## src/rtl/change_pkg.sv

```systemverilog
// Shared types and encodings for the change dispenser: coin codes,
// controller states and the inventory load-select mapping.
package change_pkg;

  typedef enum logic [1:0] {
    C50  = 2'd0,
    C100 = 2'd1,
    C200 = 2'd2
  } coin_t;

  typedef enum logic [2:0] {
    IDLE  = 3'd0,
    EJECT = 3'd1,
    WAIT  = 3'd2,
    GAP   = 3'd3,
    FAULT = 3'd4
  } state_t;

  localparam int NCOIN = 3;

  localparam logic [1:0] LSEL_50   = 2'b00;
  localparam logic [1:0] LSEL_100  = 2'b01;
  localparam logic [1:0] LSEL_200  = 2'b10;
  localparam logic [1:0] LSEL_NONE = 2'b11;

  // Solenoid vector bit for a coin: bit0 = 0,50, bit1 = 1,00, bit2 = 2,00.
  function automatic logic [2:0] coin_onehot(input coin_t c);
    logic [2:0] v;
    case (c)
      C50:     v = 3'b001;
      C100:    v = 3'b010;
      C200:    v = 3'b100;
      default: v = 3'b000;
    endcase
    return v;
  endfunction

  function automatic logic [1:0] coin_lsel(input coin_t c);
    logic [1:0] s;
    case (c)
      C50:     s = LSEL_50;
      C100:    s = LSEL_100;
      C200:    s = LSEL_200;
      default: s = LSEL_NONE;
    endcase
    return s;
  endfunction

endpackage

```

## src/rtl/coin_fifo.sv

```systemverilog
// Small request queue for coin codes; pointers carry an extra wrap bit so
// full and empty are distinguished without a separate occupancy counter.
module coin_fifo #(
  parameter int DEPTH = 4,
  parameter int W     = 2
) (
  input  logic         clk,
  input  logic         rst,
  input  logic         push,
  input  logic         pop,
  input  logic [W-1:0] din,
  output logic [W-1:0] dout,
  output logic         full,
  output logic         empty
);

  localparam int AW = $clog2(DEPTH);

  logic [AW:0]  wr_q, wr_d;
  logic [AW:0]  rd_q, rd_d;
  logic [W-1:0] mem [DEPTH];
  logic         wr_en;
  logic         rd_en;

  assign empty = (wr_q == rd_q);
  assign full  = (wr_q[AW] != rd_q[AW]) && (wr_q[AW-1:0] == rd_q[AW-1:0]);

  // A push into a full queue is still accepted when the head leaves this cycle.
  assign rd_en = pop && !empty;
  assign wr_en = push && (!full || rd_en);

  assign wr_d = wr_en ? wr_q + (AW+1)'(1) : wr_q;
  assign rd_d = rd_en ? rd_q + (AW+1)'(1) : rd_q;

  assign dout = mem[rd_q[AW-1:0]];

  always_ff @(posedge clk) begin
    if (wr_en) begin
      mem[wr_q[AW-1:0]] <= din;
    end
  end

  always_ff @(posedge clk or posedge rst) begin
    if (rst) begin
      wr_q <= '0;
      rd_q <= '0;
    end else begin
      wr_q <= wr_d;
      rd_q <= rd_d;
    end
  end

endmodule

```

## src/rtl/change_dispenser.sv

```systemverilog
// Coin hopper controller: queues one-coin change requests, pulses one eject
// solenoid at a time, confirms each drop via the exit sensor and keeps stock.
module change_dispenser
  import change_pkg::*;
#(
  parameter int DEPTH   = 4,
  parameter int INV_W   = 8,
  parameter int PULSE_W = 4,
  parameter int TIMEOUT = 16,
  parameter int GAP_W   = 2
) (
  input  logic             clk,
  input  logic             rst,
  input  logic             t50,
  input  logic             t100,
  input  logic             t200,
  input  logic             coin_seen,
  input  logic             load,
  input  logic [1:0]       load_sel,
  input  logic [INV_W-1:0] load_val,
  input  logic             clr_fault,
  output logic             eject50,
  output logic             eject100,
  output logic             eject200,
  output logic             busy,
  output logic             fault,
  output logic             short,
  output logic             overflow,
  output logic [INV_W-1:0] inv50,
  output logic [INV_W-1:0] inv100,
  output logic [INV_W-1:0] inv200
);

  // One counter serves the pulse length, the drop timeout and the gap (GAP_W >= 1).
  localparam int CNT_MAX = (TIMEOUT > PULSE_W) ? ((TIMEOUT > GAP_W) ? TIMEOUT : GAP_W)
                                               : ((PULSE_W > GAP_W) ? PULSE_W : GAP_W);
  localparam int CNT_W   = $clog2(CNT_MAX + 1);

  localparam logic [CNT_W-1:0] PULSE_LAST = CNT_W'(PULSE_W - 1);
  localparam logic [CNT_W-1:0] TO_LAST    = CNT_W'(TIMEOUT - 1);
  localparam logic [CNT_W-1:0] GAP_LAST   = CNT_W'(GAP_W - 1);

  state_t           state_q, state_d;
  coin_t            coin_q, coin_d;
  logic [CNT_W-1:0] cnt_q, cnt_d;
  logic [2:0]       eject_q, eject_d;
  logic             short_q, short_d;
  logic             ovf_q, ovf_d;
  logic [INV_W-1:0] inv_q [NCOIN];
  logic [INV_W-1:0] inv_d [NCOIN];

  logic [2:0]       req;
  logic             req_one;
  logic             req_multi;
  coin_t            req_code;
  logic             fifo_pop;
  logic             fifo_full;
  logic             fifo_empty;
  logic [1:0]       head_raw;
  coin_t            head;
  logic [INV_W-1:0] head_inv;
  logic             dec;

  assign req       = {t200, t100, t50};
  assign req_one   = $onehot(req);
  assign req_multi = (req != 3'b000) && !req_one;
  assign req_code  = t200 ? C200 : (t100 ? C100 : C50);

  coin_fifo #(
    .DEPTH (DEPTH),
    .W     (2)
  ) u_fifo (
    .clk   (clk),
    .rst   (rst),
    .push  (req_one),
    .pop   (fifo_pop),
    .din   (req_code),
    .dout  (head_raw),
    .full  (fifo_full),
    .empty (fifo_empty)
  );

  assign head = coin_t'(head_raw);

  always_comb begin
    case (head)
      C100:    head_inv = inv_q[1];
      C200:    head_inv = inv_q[2];
      default: head_inv = inv_q[0];
    endcase
  end

  always_comb begin
    state_d  = state_q;
    coin_d   = coin_q;
    cnt_d    = cnt_q;
    fifo_pop = 1'b0;
    short_d  = 1'b0;
    dec      = 1'b0;
    case (state_q)
      IDLE: begin
        if (!fifo_empty) begin
          fifo_pop = 1'b1;
          if (head_inv != '0) begin
            state_d = EJECT;
            coin_d  = head;
            cnt_d   = '0;
          end else begin
            short_d = 1'b1;
          end
        end
      end
      EJECT, WAIT: begin
        // A drop seen on the last allowed cycle still counts as a success.
        if (coin_seen) begin
          dec     = 1'b1;
          state_d = GAP;
          cnt_d   = '0;
        end else if (cnt_q == TO_LAST) begin
          state_d = FAULT;
        end else begin
          cnt_d = cnt_q + CNT_W'(1);
          if (state_q == EJECT && cnt_q == PULSE_LAST) begin
            state_d = WAIT;
          end
        end
      end
      GAP: begin
        if (cnt_q == GAP_LAST) begin
          state_d = IDLE;
        end else begin
          cnt_d = cnt_q + CNT_W'(1);
        end
      end
      FAULT: begin
        if (clr_fault) begin
          state_d = IDLE;
        end
      end
      default: state_d = IDLE;
    endcase
  end

  // Solenoids follow the next state so the line drops on the edge that sees the coin.
  assign eject_d = (state_d == EJECT) ? coin_onehot(coin_d) : 3'b000;

  assign ovf_d = ovf_q || req_multi || (req_one && fifo_full && !fifo_pop);

  for (genvar gi = 0; gi < NCOIN; gi++) begin : g_inv
    logic sel_hit;
    logic dec_hit;
    assign sel_hit = load && (load_sel == coin_lsel(coin_t'(gi)));
    assign dec_hit = dec && (coin_q == coin_t'(gi)) && (inv_q[gi] != '0);
    assign inv_d[gi] = sel_hit ? load_val
                     : dec_hit ? inv_q[gi] - INV_W'(1)
                     : inv_q[gi];
  end

  always_ff @(posedge clk or posedge rst) begin
    if (rst) begin
      state_q <= IDLE;
      coin_q  <= C50;
      cnt_q   <= '0;
      eject_q <= 3'b000;
      short_q <= 1'b0;
      ovf_q   <= 1'b0;
      for (int i = 0; i < NCOIN; i++) begin
        inv_q[i] <= '0;
      end
    end else begin
      state_q <= state_d;
      coin_q  <= coin_d;
      cnt_q   <= cnt_d;
      eject_q <= eject_d;
      short_q <= short_d;
      ovf_q   <= ovf_d;
      for (int i = 0; i < NCOIN; i++) begin
        inv_q[i] <= inv_d[i];
      end
    end
  end

  assign eject50  = eject_q[0];
  assign eject100 = eject_q[1];
  assign eject200 = eject_q[2];
  assign busy     = (state_q != IDLE) || !fifo_empty;
  assign fault    = (state_q == FAULT);
  assign short    = short_q;
  assign overflow = ovf_q;
  assign inv50    = inv_q[0];
  assign inv100   = inv_q[1];
  assign inv200   = inv_q[2];

endmodule

```

## config.mk

```make
export PLATFORM = sky130hd
export DESIGN_NAME = change_dispenser
export DESIGN_NICKNAME = d
export VERILOG_FILES = /design/src/rtl/change_pkg.sv /design/src/rtl/coin_fifo.sv /design/src/rtl/change_dispenser.sv
export SDC_FILE = /design/constraint.sdc
export NUM_CORES = 1
export LEC_CHECK = 0
export ABC_AREA = 1
export CAP_MARGIN = 20
export CORE_MARGIN = 2
export CORE_UTILIZATION = 25
export CTS_BUF_LIST = sky130_fd_sc_hd__clkbuf_4
export DETAILED_ROUTE_END_ITERATION = 12
export GPL_TIMING_DRIVEN = 0
export PLACE_DENSITY = 0.45
export SYNTH_ARGS = -nofsm -noshare
export SYNTH_HDL_FRONTEND = slang
export SYNTH_SLANG_ARGS = --single-unit
```

## constraint.sdc

```tcl
create_clock -name clk -period 2.3 [get_ports clk]
set_clock_uncertainty 0.05 [all_clocks]
set_input_delay 0.69 -clock clk [delete_from_list [all_inputs] [get_ports clk]]
set_output_delay 0.69 -clock clk [all_outputs]
set_load 0.005 [all_outputs]
```

==> flow_metrics.py <==
metrics = {
    "worst_hold_path": {
        "holdCritPathClass": "reg -> reg",
    },
    "cts": {
        "clk_latency_ns": 0.40,
        "clock_sinks": 53,
        "root_buffer": "clkbuf_4",
        "cts_buffer_depth": 2,
        "cts_buffers": 5,
        "htreeDepth": 2,
        "cts.clk_slew.worst_paths_ns": 0.16,
        "tritoncts": "yes",
    },
    "cells_and_area": {
        "drive_gt1_frac": 0.1883,
        "syn_to_final_growth_pct": 27.17,
        "num_antenna_cells": 0,
        "final_cell_area_mm2": 0.004352,
        "nNetsFinal": 528,
        "n_fill_cell": 1417,
        "fin_util": 0.3273,
    },
    "job": {
        "maxCapViolations": 0,
    },
    "place": {
        "dpl_cell_area_mm2": 0.004143,
        "place_congestion": 0.7852,
        "place_ws_ns": -0.4093,
        "dpl.hpwl_mm": 6.532,
        "io_buffers": 48,
    },
    "floorplanning": {
        "placement_rows": 42,
        "die_h_um": 121.0,
        "core_area_mm2": 0.01330,
        "die_area_mm2": 0.01464,
        "num_io_pins": 49,
        "start_util": 0.2574,
        "die_x_um": 121.0,
    },
    "pwr": {
        "power_frac_comb": 0.595,
        "ir_drop_mv": 0.3630,
        "sequentialPowerShare": 0.315,
        "p_leak_uw": 0.001983,
        "pwr-share-clk": 0.090,
        "power_density_mw_per_mm2": 1199,
        "power_uw": 5219,
        "p_sw_frac": 0.4579,
        "p_int_uw": 2829,
        "power_switching_uw": 2390,
    },
    "timing": {
        "worstMarginPinSlew_ns": 0.5296,
        "finalSetupViolations": 0,
        "period_needed_ns": 2.227,
        "rsz0062_at_grt": "true",
        "finalWorstSetupSlack_ns": 0.07289,
        "holdWs_ns": 0.4536,
        "period_share": 0.9683,
        "hold_viol": 0,
        "max_slew_margin": 0.6464,
        "clock.fmax_mhz": 449.0,
        "drv_slew": 0,
    },
    "route": {
        "antenna_left": 0,
        "vias": 2943,
        "viasPerCell": 4.393,
        "drc": 0,
        "dr.pass1.iters": 4,
        "drt_iter0_drc": 104,
        "routed_wl_mm": 8.642,
        "wl_per_cell_um": 12.90,
    },
    "synthesis": {
        "syn-num-nets": 458,
        "synth_area_leader_cell": "dfrtp_1",
        "avgSynthCellArea_um2": 8.090,
        "seq_area_frac_synth": 0.3993,
        "synth_common_cells": "nand2_1 (86), inv_1 (60), dfrtp_1 (45), nor2_1 (45), o21ai_0 (23)",
        "synth_seq_cells": 53,
        "synth_ff_type": "dfrtp_1",
        "synth_edf_count": 8,
        "yosysTopAreaCellShare": 0.3291,
        "ys_top_cells_by_area": "dfrtp_1 (33%), nand2_1 (9.4%), edfxtp_1 (7.0%), inv_1 (6.6%), ha_1 (5.9%)",
        "syn-instance-count": 423,
        "async_flop_share": 0.8491,
        "post_synth_num_cell_types": 41,
        "syn_area_mm2": 0.003422,
        "yosysWarnings": 0,
        "yosysMostFrequentCell": "nand2_1",
    },
    "setup_path": {
        "crit_type": "reg -> out",
        "crit_path_start_kind": "flop",
        "endpoint_kind": "output pin",
        "worst-path-max-fanout": 4,
        "required_ns": 1.56,
        "ff2ff_setup_slack_ns": 0.19,
        "arrival_ns": 1.49,
    },
    "global_routing": {
        "gr-usage-all-layers": 0.1242,
        "grt_overflow_total": 0,
        "grt_pass1_vias": 2973,
        "grt_pass1_wl_mm": 14.44,
        "grt_start_max_net_pins": 25,
        "antenna_found_initial": 0,
    },
    "run_status": {
        "status": "complete, no violations",
    },
}
==> path summary, 6_finish.rpt <==
path,from,endpoint,depth (start not counted)
min in group asynchronous,rst,eject_q[2],2
max in group asynchronous,rst,inv50[7],3
min reg2reg,u_fifo.wr_q[2],u_fifo.wr_q[2],1
max reg2reg,u_fifo.rd_q[0],cnt_q[3],16
min,u_fifo.wr_q[2],u_fifo.wr_q[2],1
max,state_q[0],busy,7
==> cell families after synthesis <==
kind of cell             Yosys count  share of synthesized area
AND/OR/NAND/NOR                  203                     0.3024
buffers and inverters             73                    0.08519
AO/OA/AOI/OAI                     63                     0.1108
flip-flops                        53                     0.3993
adder cells (fa/ha/maj)           17                    0.06435
XOR/XNOR                          14                    0.03803
==> registers in the layout, summed over array words and instances (netlist names), 3 cells and up <==
register     count
cnt_q            5
eject_q          3
u_fifo.mem       8
u_fifo.wr_q      3
inv50            8
inv100           8
u_fifo.rd_q      3
inv200           8
state_q          3
==> critical path: stages, from the launching register on <==
cell	delay, ns
dfrtp_2	0.46
nor2_4	0.15
inv_2	0.08
nor2_4	0.08
inv_1	0.05
nor2_2	0.12
inv_1	0.05
clkbuf_2	0.10
==> per-stage QoR <==
step           setup TNS [ns]  cells
5_1_grt              -0.04309    670
3_5_place_dp           -5.695    648
6_report                    0    670
3_3_place_gp           -37.23    647
4_1_cts              -0.02975    666
2_1_floorplan               0    423
==> final cells by class <==
class,instances,area (µm²),share of cell area
well taps,176,220.2,0.05060
clock buffers,7,52.55,0.01208
flip-flops and latches,53,1370,0.3148
clock inverters,1,7.507,0.001725
plain buffers,2,15.01,0.003450
repair buffers,63,601.8,0.1383
multi-input cells,297,1808,0.4155
inverters,71,276.5,0.06354
==> cells in the final DEF (no fill, tap or decap), drive strengths merged, types with 6 or more instances in the layout <==
cell           netlist  routed
buf                  1      16
dfrtp               45      45
nand2              105     105
clkbuf               1       9
nand4                8       8
xor2                11      11
a21oi                9       9
o21ai               37      37
nor2                51      51
inv                 69      69
nor3                 8       8
o211ai               6       6
ha                  16      16
clkdlybuf4s50        0      45
nand3               26      26
edfxtp               8       8
==> power groups by stage <==
stage               registers (µW)  clock network [µW]  logic, µW
floorplan                     1620                   0       1930
global placement              1690                   0       2780
detailed placement            1690                   0       2820
CTS                           1650                 492       3000
global route                  1710                 528       3530
finish                        1640                 470       3110
==> repair_timing <==
action	in CTS	in global routing
buffers inserted	10	4
gates resized for setup	10	9
hold buffers	0	0
pin swaps	4	6
setup endpoints to repair	2	19
==> routing by layer <==
metal / GRT usage / vias up / part of all wire
met2: 0.2075 / 47 / 0.47
li1: - / 1506 / -
met5: 0 / - / 0
met1: 0.1655 / 1383 / 0.48
met4: 0.02980 / 0 / 0.011
met3: 0.02350 / 7 / 0.039
(Power assumes the default switching activity.)
==> patch 1, RTL diff (same flow settings) <==
Re-encode `state_t` (5 states) as one-hot, 5 bits wide.
--- a/src/rtl/change_pkg.sv
+++ b/src/rtl/change_pkg.sv
@@ -10,8 +10,8 @@
 
-  typedef enum logic [2:0] {
-    IDLE  = 3'd0,
-    EJECT = 3'd1,
-    WAIT  = 3'd2,
-    GAP   = 3'd3,
-    FAULT = 3'd4
+  typedef enum logic [4:0] {
+    IDLE  = 5'b00001,
+    EJECT = 5'b00010,
+    WAIT  = 5'b00100,
+    GAP   = 5'b01000,
+    FAULT = 5'b10000
   } state_t;
Function: no difference found for any inputs over 10 cycles, from zero or initial values and one cycle with rst high; not proved beyond that.
==> patch 1 against the original RTL <==
The run now ends with negative setup slack left. Critical path type is now reg2reg. Largest cell class unchanged. Synthesized area rose by 7.9%. Power up 34%. Final area rose by 17%. Sequential power is 9% higher. Synthesized cell count up 12%. Routed wire length rose by 22%. Count of clock-buffer cells in the layout down 2. Combinational power grew 48%. Sequential cell count up 2. Setup slack lost 0.18 ns. Sequential share of layout area down 3.5 points. Highest routed layer unchanged.
==> patch 1: results (changes against the original RTL) <==
| Metric | Value |
|---|---|
| Outcome | finished, violations left |
| Failing checks | negative setup slack |
| Setup tns final | -0.6059 ns (-0.6059 ns) |
| NetSw | 0.003251 W (+36%) |
| WHS | 0.4546 ns (+0.0009770 ns) |
| M1 wire length | 4639 um (+11%) |
| Fin nets | 603 (+14%) |
| Met2 Usage GRT | 22.26% (+1.5 points) |
| Drt initial violations | 188 (+81%) |
| Slew margin rel. | 73.23% (+8.6 points) |
| Post-synth ARST share | 85.45% (+0.55 points) |
| Reg2reg path depth | 12 (-4) |
| Met1 Track Usage GR | 17.07% (+0.51 points) |
| End of the critical path | short |
| Worst hold stages | 2 (+1) |
| Largest net degree at the start of global routing | 32 (+28%) |
| Layout fillers | 1531 (+8.0%) |
| First-pass GRT wire length | 17050 um (+18%) |
| Adder-cell share of the synthesized area | 5.962% (-0.47 points) |
| Crit path DAT | 2.70 ns (+1.21 ns) |
| VDD IR-drop max | 0.0004724 V (+30%) |
| Netlist cell types | 43 (+4.9%) |
| Reg clk slew, reported paths | 0.19 ns (+0.03 ns) |
| Reg area | 1423 um2 (+3.8%) |
| Syn_nets | 507 (+11%) |
| GRT Total Usage | 13.39% (+0.97 points) |
| XOR/XNOR Fraction of Synth Area | 3.760% (-0.042 points) |
| Dpl hpwl | 7881 um (+21%) |
| Final WS setup | -0.1064 ns (-0.1793 ns) |
| DR WL met3 | 501 um (+47%) |
| Crit. Startpoint | u_fifo.rd_q[0] |
| Worst slack at placement | -0.4052 ns (+0.004081 ns) |
| Setup Viol. Count Final | 10 (+10) |
| RePlAce Congestion | 0.7994 (+1.8%) |
| Via count | 3411 (+16%) |
| Max stage delay on crit path | 0.50 ns (+0.04 ns) |
| Seq/Total Area, Yosys | 38.38% (-1.5 points) |
| Worst Hold End | overflow |
| Sw Share | 46.49% (+0.69 points) |
| Post-synth top cells | nand2_1, inv_1, dfrtp_1 |
| Post-synthesis compound-gate area fraction | 11.45% (+0.37 points) |
| Leak | 2.298 nW (+16%) |
| Family with the most delay on the worst path | simple AND/OR/NAND/NOR gates |
==> patch 1: cell count changes after synthesis, sizes merged, moves of 5 or more <==
cell | before | now
a21oi | 9 | 14
nand2 | 105 | 132
inv | 69 | 59
nand4 | 8 | 15
buf | 1 | 7
nand3 | 26 | 39
==> patch 1: timing repair <==
item,CTS,global route
pin swaps,15,22
gates resized for setup,38,41
buffers inserted,38,6
endpoints found under the setup margin,16,16
==> patch 1: cell type report <==
cell class                      instances  share of cell area [%]
Clock buffer                            5                  0.7391
Multi-Input combinational cell        349                   43.48
Clock inverter                          3                  0.9855
Sequential cell                        55                   28.01
Tap cell                              184                   4.533
Timing Repair Buffer                   92                   16.68
Inverter                               61                   4.804
Buffer                                  4                  0.7145
Antenna cell                            1                 0.04927
==> patch 1: cell families after synthesis <==
logic type,count (synthesis)
compound gates,70
buf+inv,68
simple gates,245
flops,55
xor+xnor,15
fa+ha+maj,17
mux,2
==> patch 2, RTL diff (same settings) <==
Made on the original files. Set the package constant `NCOIN` to 6 (it was 3).
--- a/src/rtl/change_pkg.sv
+++ b/src/rtl/change_pkg.sv
@@ -18,3 +18,3 @@
 
-  localparam int NCOIN = 3;
+  localparam int NCOIN = 6;
 
Check against the original RTL: equivalent (Yosys induction, for registers that start in step).
==> patch 2 against the original RTL <==
Sequential cell count unchanged. Setup slack got worse by 0.034 ns. Power down 0.61%. Synthesized area fell by 1.5%. Routed wire length down 1.9%. Synthesized cell count fell by 0.71%. Final area fell by 0.20%. Global-route usage increased by 0.071 points. Critical path type unchanged. Largest cell class unchanged.
==> patch 2: results (changes against the original RTL) <==
| Metric | Value |
|---|---|
| DP Area | 4091 um2 (-1.2%) |
| Syn_nets | 455 (-0.66%) |
| Met1 Track Usage GR | 16.78% (+0.22 points) |
| Fraction of area in multi-input gates | 40.85% (-0.69 points) |
| Post-synthesis compound-gate area fraction | 11.14% (+0.057 points) |
| XOR/XNOR Fraction of Synth Area | 4.343% (+0.54 points) |
| Met2 WL post-DR | 4031 um (about the same) |
| Worst slack at placement | -0.3871 ns (+0.02219 ns) |
| Routing usage on met3 | 2.662% (+0.31 points) |
| Slew margin rel. | 66.65% (+2.0 points) |
| Largest net degree at the start of global routing | 35 (+40%) |
| Final non-filler cell area | 4343 um2 (-0.20%) |
| Synth Area per Inst | 8.026 um2 (-0.80%) |
| Post-synth top cells | nand2_1, inv_1, dfrtp_1 |
| Vias per cell | 4.336 (-1.3%) |
| DR WL met3 | 374 um (+10%) |
| Non-clock buffer instance count of the final layout | 68 (+4.6%) |
| CP max-delay cell | dfrtp_1 |
| Adder-cell share of the synthesized area | 6.533% (+0.098 points) |
| Netlist cell types | 36 (-12%) |
| ClkCell Share | 1.268% (-0.11 points) |
| Worst Hold End | overflow |
| Final non-clock buffer share | 14.78% (+0.60 points) |
| Layout fillers | 1428 (+0.78%) |
| Wire length per cell | 12.66 um (-1.9%) |
| Leak | 1.991 nW (+0.40%) |
| Dominant cells by area after synthesis | dfrtp_1, nand2_1, inv_1 |
| GRT Total Usage | 12.49% (+0.071 points) |
| Seq/Total Area, Yosys | 40.53% (+0.61 points) |
| Tot Pwr | 0.005187 W (-0.61%) |
| Outcome | finished, final reports clean |
| Sequential share of power | 31.7% (+0.2 points) |
| Reg area | 1368 um2 (-0.18%) |
## patch 2: cell types whose count changed after synthesis, sizes merged, moves of 5 or more
cell / before / now
o211ai: 6 / 14
inv: 69 / 75
nor2: 51 / 46
o21ai: 37 / 32
## patch 2: how the worst max path moves through the flow
stage | from | to | slack (ns)
6_report | u_fifo.wr_q[1] | busy | 0.04
3_3_place_gp | rst | u_fifo.wr_q[0] | -0.67
3_5_place_dp | t200 | u_fifo.mem[0][1] | -0.39
4_1_cts | u_fifo.rd_q[0] | cnt_q[2] | 0.004
2_1_floorplan | u_fifo.rd_q[0] | cnt_q[3] | 0.30
5_1_grt | u_fifo.rd_q[0] | cnt_q[0] | -0.13
## patch 2: repair_timing
| action | CTS | global route |
|---|---|---|
| endpoints found under the hold margin | 0 | 0 |
| gates cloned | 1 | 1 |
| resized for setup | 13 | 15 |
| setup endpoints to repair | 4 | 14 |
| pin swaps | 9 | 15 |
| buffers inserted | 11 | 4 |
